### config.mk
export PLATFORM = sky130hd
export DESIGN_NAME = ren_rslt_drain
export DESIGN_NICKNAME = d
export VERILOG_FILES = /design/src/rtl/ren_pkg.sv /design/src/rtl/ren_requant.sv /design/src/rtl/ren_rslt_drain.sv
export SDC_FILE = /design/constraint.sdc
export NUM_CORES = 1
export LEC_CHECK = 0
export BUFFER_PORTS_ARGS = -buffer_cell sky130_fd_sc_hd__buf_4
export CORE_ASPECT_RATIO = 0.75
export CORE_MARGIN = 3
export CORE_UTILIZATION = 50
export DETAILED_ROUTE_END_ITERATION = 16
export GPL_ROUTABILITY_DRIVEN = 0
export PLACE_DENSITY_LB_ADDON = 0.05
export SYNTH_ARGS = -nofsm -noshare
export SYNTH_HDL_FRONTEND = slang
export SYNTH_SLANG_ARGS = --single-unit
export TNS_END_PERCENT = 5
### constraint.sdc
create_clock -name wb_clk_i -period 2.85 [get_ports wb_clk_i]
set_input_delay 0.1425 -clock wb_clk_i [delete_from_list [all_inputs] [get_ports wb_clk_i]]
set_output_delay 0.1425 -clock wb_clk_i [all_outputs]
set_load 0.01 [all_outputs]
### src/rtl/ren_pkg.sv
// Shared types and constants for the result-drain engine: FSM encoding,
// result/byte widths and the signed int8 saturation limits.
package ren_pkg;

  typedef enum logic [2:0] {
    ST_IDLE = 3'd0,
    ST_RD   = 3'd1,
    ST_PROC = 3'd2,
    ST_WR   = 3'd3,
    ST_FIN  = 3'd4
  } ren_state_e;

  localparam int RSLT_W = 20;
  localparam int BYTE_W = 8;

  localparam logic signed [RSLT_W-1:0] SAT_MAX = 20'sd127;
  localparam logic signed [RSLT_W-1:0] SAT_MIN = -20'sd128;

endpackage

### src/rtl/ren_requant.sv
// Requantises one raw accelerator result: sign-extend, arithmetic shift,
// optional ReLU clamp, then saturation to a signed byte.
module ren_requant
  import ren_pkg::*;
(
  input  logic [RSLT_W-1:0] raw_i,
  input  logic [3:0]        shift_i,
  input  logic              relu_en_i,
  output logic [BYTE_W-1:0] byte_o
);

  logic signed [RSLT_W-1:0] shifted_s;
  logic signed [RSLT_W-1:0] clamp_s;

  // shift, clamp and saturate in one combinational pass
  always_comb begin
    shifted_s = $signed(raw_i) >>> shift_i;
    if (relu_en_i && shifted_s[RSLT_W-1]) begin
      clamp_s = '0;
    end else begin
      clamp_s = shifted_s;
    end
    if (clamp_s > SAT_MAX) begin
      byte_o = SAT_MAX[BYTE_W-1:0];
    end else if (clamp_s < SAT_MIN) begin
      byte_o = SAT_MIN[BYTE_W-1:0];
    end else begin
      byte_o = clamp_s[BYTE_W-1:0];
    end
  end

endmodule

### src/rtl/ren_rslt_drain.sv
// Drains accelerator results over a Wishbone classic master: reads each
// 20-bit result, requantises it to int8 and writes packed words to memory.
module ren_rslt_drain
  import ren_pkg::*;
#(
  parameter logic [31:0] ACCEL_RSLT_BASE = 32'h3000_0300,
  parameter int          RSLT_ADDR_WIDTH = 6
) (
  input  logic                     wb_clk_i,
  input  logic                     wb_rst_i,
  input  logic                     start,
  input  logic [RSLT_ADDR_WIDTH:0] count,
  input  logic [31:0]              dst_base,
  input  logic [3:0]               shift,
  input  logic                     relu_en,
  output logic                     busy,
  output logic                     done,
  output logic                     wbm_cyc_o,
  output logic                     wbm_stb_o,
  output logic                     wbm_we_o,
  output logic [3:0]               wbm_sel_o,
  output logic [31:0]              wbm_adr_o,
  output logic [31:0]              wbm_dat_o,
  input  logic [31:0]              wbm_dat_i,
  input  logic                     wbm_ack_i
);

  localparam int              IW      = RSLT_ADDR_WIDTH + 1;
  localparam logic [IW-1:0]   MAX_CNT = IW'(1 << RSLT_ADDR_WIDTH);

  ren_state_e          state_q, state_d;
  logic [IW-1:0]       idx_q, idx_d, cnt_q, cnt_d;
  logic [31:0]         base_q, base_d, pack_q, pack_d;
  logic [RSLT_W-1:0]   rdat_q, rdat_d;
  logic [3:0]          shift_q, shift_d, lanes_q, lanes_d;
  logic                relu_q, relu_d;
  logic [BYTE_W-1:0]   byte_s;
  logic [IW-1:0]       last_idx_s;
  logic                unused_s;

  assign unused_s   = ^wbm_dat_i[31:RSLT_W];
  assign last_idx_s = idx_q - IW'(1);

  ren_requant u_requant (
    .raw_i     (rdat_q),
    .shift_i   (shift_q),
    .relu_en_i (relu_q),
    .byte_o    (byte_s)
  );

  // state and datapath registers
  always_ff @(posedge wb_clk_i or posedge wb_rst_i) begin
    if (wb_rst_i) begin
      state_q <= ST_IDLE;
      idx_q   <= '0;
      cnt_q   <= '0;
      base_q  <= '0;
      pack_q  <= '0;
      rdat_q  <= '0;
      shift_q <= '0;
      lanes_q <= '0;
      relu_q  <= 1'b0;
    end else begin
      state_q <= state_d;
      idx_q   <= idx_d;
      cnt_q   <= cnt_d;
      base_q  <= base_d;
      pack_q  <= pack_d;
      rdat_q  <= rdat_d;
      shift_q <= shift_d;
      lanes_q <= lanes_d;
      relu_q  <= relu_d;
    end
  end

  // next-state and datapath update
  always_comb begin
    state_d = state_q;
    idx_d   = idx_q;
    cnt_d   = cnt_q;
    base_d  = base_q;
    pack_d  = pack_q;
    rdat_d  = rdat_q;
    shift_d = shift_q;
    lanes_d = lanes_q;
    relu_d  = relu_q;
    case (state_q)
      ST_IDLE: begin
        if (start) begin
          cnt_d   = (count > MAX_CNT) ? MAX_CNT : count;
          base_d  = dst_base;
          shift_d = shift;
          relu_d  = relu_en;
          idx_d   = '0;
          pack_d  = '0;
          lanes_d = '0;
          state_d = (count == '0) ? ST_FIN : ST_RD;
        end else begin
          state_d = ST_IDLE;
        end
      end
      ST_RD: begin
        if (wbm_ack_i) begin
          rdat_d  = wbm_dat_i[RSLT_W-1:0];
          state_d = ST_PROC;
        end else begin
          state_d = ST_RD;
        end
      end
      ST_PROC: begin
        pack_d  = pack_q | (32'(byte_s) << {idx_q[1:0], 3'b000});
        lanes_d = lanes_q | (4'b0001 << idx_q[1:0]);
        idx_d   = idx_q + IW'(1);
        if ((idx_q[1:0] == 2'd3) || (idx_q + IW'(1) == cnt_q)) begin
          state_d = ST_WR;
        end else begin
          state_d = ST_RD;
        end
      end
      ST_WR: begin
        if (wbm_ack_i) begin
          pack_d  = '0;
          lanes_d = '0;
          state_d = (idx_q < cnt_q) ? ST_RD : ST_FIN;
        end else begin
          state_d = ST_WR;
        end
      end
      ST_FIN:  state_d = ST_IDLE;
      default: state_d = ST_IDLE;
    endcase
  end

  // bus and status outputs decoded from the current state
  always_comb begin
    wbm_cyc_o = 1'b0;
    wbm_stb_o = 1'b0;
    wbm_we_o  = 1'b0;
    wbm_sel_o = 4'h0;
    wbm_adr_o = 32'h0;
    wbm_dat_o = 32'h0;
    busy      = 1'b0;
    done      = 1'b0;
    case (state_q)
      ST_IDLE: busy = 1'b0;
      ST_RD: begin
        wbm_cyc_o = 1'b1;
        wbm_stb_o = 1'b1;
        wbm_sel_o = 4'hF;
        wbm_adr_o = ACCEL_RSLT_BASE + (32'(idx_q) << 2);
        busy      = 1'b1;
      end
      ST_PROC: busy = 1'b1;
      ST_WR: begin
        wbm_cyc_o = 1'b1;
        wbm_stb_o = 1'b1;
        wbm_we_o  = 1'b1;
        wbm_sel_o = lanes_q;
        wbm_adr_o = base_q + (32'(last_idx_s) & ~32'h3);
        wbm_dat_o = pack_q;
        busy      = 1'b1;
      end
      ST_FIN:  done = 1'b1;
      default: busy = 1'b0;
    endcase
  end

endmodule
==> reports/qor.yml <==
die:
  dieArea_sq_um: 15600
  rows: 36
  die_x_microns: 143
  design.core.area_sq_um: 13400
  io_pins: 153
  initial_core_util_pct: 52.8
  dieHeight_microns: 109
yosys:
  yosysWarningCount: 0
  syn-instance-count: 770
  synth-edff-count: 0
  async_reset_ff_share_pct: 100
  netlist_area_sq_um: 7080
  ys_types: 59
  synth_nets: 867
  synth_flop_cell: "dfrtp_1"
  seq_area_frac_synth_pct: 38.9
  syn_avg_cell_area_sq_um: 9.20
  ys_seq_elements: 110
sta:
  skew_ns: 0.00801
  tightestPinTransition_ns: 1.19
  max_freq_mhz: 306
  fin_setup_tns_ns: -7.17
  period_minus_slack_ns: 3.27
  grt_setup_unrepaired: "yes"
  timing.final.ws_setup_ns: -0.418
  fin_crit_sh_pct: 115
  hold_viol: 0
  setup_violations: 26
  slew_headroom_pct: 20.5
  drv_slew: 0
global_route:
  grtUsageTotal_pct: 26.1
  grt_overflow: 0
  grt_max_degree: 111
  grt_pass1_wl_microns: 32600
  antenna_found_initial: 0
  grt_pass1_vias: 6379
route:
  vias: 6604
  wl_met3_microns: 1480
  wl_per_cell_microns: 17.7
  ant_nets: 0
  wl_met1_microns: 8810
  wirelength_microns: 20100
  via_per_inst: 5.79
  remaining_drc_errors: 0
  drt_first_pass_iters: 5
  top_layer: "met4"
  drtIter0Drc: 469
  met2WireLength_microns: 9590
clock_tree:
  numCtsBuffers: 9
  cts.sinks: 110
  path_clk_slew_ns: 0.07
  insertion_delay_ns: 0.35
  clockRootBuffer: "clkbuf_16"
  h-tree-depth: 3
  cts_max_path_buffers: 2
  cts_tree: "built"
outcome:
  status: "finished, violations left"
  failed_checks: "negative setup slack"
critical_path:
  crit_path_end_kind: "output port"
  crit_type: "flip-flop to output port"
  crit_arrival_ns: 3.13
  critPathRequiredTime_ns: 2.71
  crit_path_start_kind: "flip-flop"
  cp_max_fo: 5
cells_and_area:
  finalNetCount: 1061
  multi_input_area_sq_um: 4130
  num_antenna_cells: 0
  seqCellArea_sq_um: 2760
  drive_above_1_share_pct: 31.7
  fin_util_pct: 69.9
  area_growth_syn_to_layout_pct: 32.5
  num-fill-cells: 1037
worst_hold_path:
  min_path_type: "input port to flip-flop"
pwr:
  p_leak_nw: 4.40
  power_w: 0.0112
  power-per-cell-area_nw_per_um2: 1190
  peakVddDrop_v: 0.000746
placement:
  dp.final_hpwl_microns: 14000
  numPortBuffers: 140
  place_ws_ns: -0.258
job:
  max_cap_violations: 0
-- logic make-up after synthesis --
group	Yosys count	share of synthesized area (%)
simple gates	320	21.5
compound gates	140	13.9
flops	110	38.9
buf+inv	81	4.70
mux	63	13.1
xor+xnor	39	4.82
fa+ha+maj	17	3.11
-- layout make-up --
| cell class | instances | area share, % |
|---|---|---|
| clock inverters | 7 | 0.534 |
| multi-input cells | 579 | 44.0 |
| repair buffers | 235 | 20.2 |
| inverters | 29 | 1.20 |
| clock buffers | 9 | 2.40 |
| well taps | 171 | 2.28 |
| flip-flops and latches | 110 | 29.4 |
-- worst paths after layout --
| kind | startpoint | end | slack (ns) | cells after the start |
|---|---|---|---|---|
| max in group asynchronous | wb_rst_i | shift_q[0]$_DFFE_PP0P_ | 1.85 | 4 |
| min in group asynchronous | wb_rst_i | base_q[1]$_DFFE_PP0P_ | 0.49 | 4 |
| worst max register to register | shift_q[1]$_DFFE_PP0P_ | pack_q[0]$_DFFE_PP0P_ | 0.12 | 8 |
| worst min-delay path | wbm_dat_i[19] | rdat_q[19]$_DFFE_PP0P_ | 0.02 | 2 |
| worst max-delay path | idx_q[0]$_DFFE_PP0P_ | wbm_adr_o[22] | -0.42 | 13 |
| worst min register to register | base_q[0]$_DFFE_PP0P_ | base_q[0]$_DFFE_PP0P_ | 0.48 | 2 |
-- where the power goes --
group          internal, W  switching [W]
clock network     0.000597       0.000600
registers          0.00222       0.000778
logic              0.00329        0.00371
total              0.00611        0.00508
-- cell usage after synthesis (3+ instances only) --
| library cell | count | share of area [%] |
|---|---|---|
| nand2_1 | 139 | 7.4 |
| dfrtp_1 | 110 | 39 |
| nor2_1 | 65 | 3.4 |
| clkbuf_1 | 41 | 2.2 |
| and3_1 | 39 | 3.4 |
| o21ai_0 | 37 | 2.6 |
| a21oi_1 | 34 | 2.4 |
| inv_1 | 28 | 1.5 |
| mux2_2 | 27 | 4.3 |
| xnor2_1 | 27 | 3.3 |
| a221o_1 | 21 | 3.0 |
| mux4_2 | 21 | 6.7 |
| ha_1 | 16 | 2.8 |
| nor3_1 | 15 | 1.1 |
| mux2i_1 | 14 | 2.0 |
| nand3_1 | 12 | 0.85 |
| xor2_1 | 12 | 1.5 |
| nand3b_1 | 10 | 1.1 |
| o21a_1 | 9 | 0.95 |
| nor2b_1 | 6 | 0.53 |
| o31ai_1 | 6 | 0.64 |
| a211oi_1 | 5 | 0.53 |
| buf_4 | 5 | 0.53 |
| nor4_1 | 5 | 0.44 |
| or3_1 | 5 | 0.44 |
| a2111oi_2 | 4 | 0.85 |
| and2_1 | 4 | 0.35 |
| nand2b_1 | 4 | 0.35 |
| nor3b_1 | 4 | 0.42 |
| a21o_1 | 3 | 0.32 |
| buf_1 | 3 | 0.16 |
| nor3_2 | 3 | 0.42 |
-- stage by stage --
stage	instances	hold WS, ns	instance area, sq um
after floorplan	770	0.248	7090
after global placement	1079	0.332	8540
after detailed placement	1079	0.338	8540
after CTS	1136	0.00337	9300
after global routing	1140	0.00811	9380
final	1140	0.0164	9380
-- routing by layer --
layer  global-route usage (%)  vias up
li1                         -     3108
met1                     37.6     3171
met2                     41.6      302
met3                     4.47       23
met4                     6.12        0
met5                        0        -
-- cells in the final DEF (no fill, tap or decap), types with 4 or more instances in the layout --
cell type,synthesis,final
nor3_1,15,11
o21ai_0,37,35
o31ai_1,6,6
o21a_1,9,9
xor2_1,12,11
nor2b_1,6,6
clkbuf_16,0,9
a221o_1,21,21
inv_1,28,24
a211oi_1,5,4
and2_1,4,4
mux2_2,27,27
nor3_2,3,7
nor4_1,5,4
nand2_1,139,137
buf_4,5,194
dlygate4sd3_1,0,36
nand3b_1,10,10
nand2b_1,4,4
nand3_1,12,12
mux4_2,21,21
a21oi_1,34,31
nor2_1,65,64
ha_1,16,14
dfrtp_1,110,107
and3_1,39,39
xnor2_1,27,27
mux2i_1,14,14
or3_1,5,4
-- state kept, by name, summed over array words and instances, names as in the netlist --
name,flops
relu_q,1
state_q,3
idx_q,7
shift_q,4
rdat_q,20
lanes_q,4
pack_q,32
cnt_q,7
base_q,32
-- what timing repair did --
item                                    in CTS  in global routing
hold endpoints to repair                    85                  0
hold buffers                                36                  0
buffers inserted                             5                  4
resized for setup                           22                 13
endpoints found under the setup margin      42                 54
pin swaps                                   15                  7
-- critical path, stage by stage (launching register included) --
cell and delay (ns):
dfrtp_1 0.41, inv_2 0.11, ha_4 0.16, xor2_2 0.13
ha_2 0.20, inv_2 0.04, fa_2 0.33, nor2b_1 0.12
o21a_1 0.18, o21ai_2 0.10, a211o_4 0.38, or3_4 0.35
a21oi_2 0.13, buf_4 0.15
(Power assumes the default switching activity.)
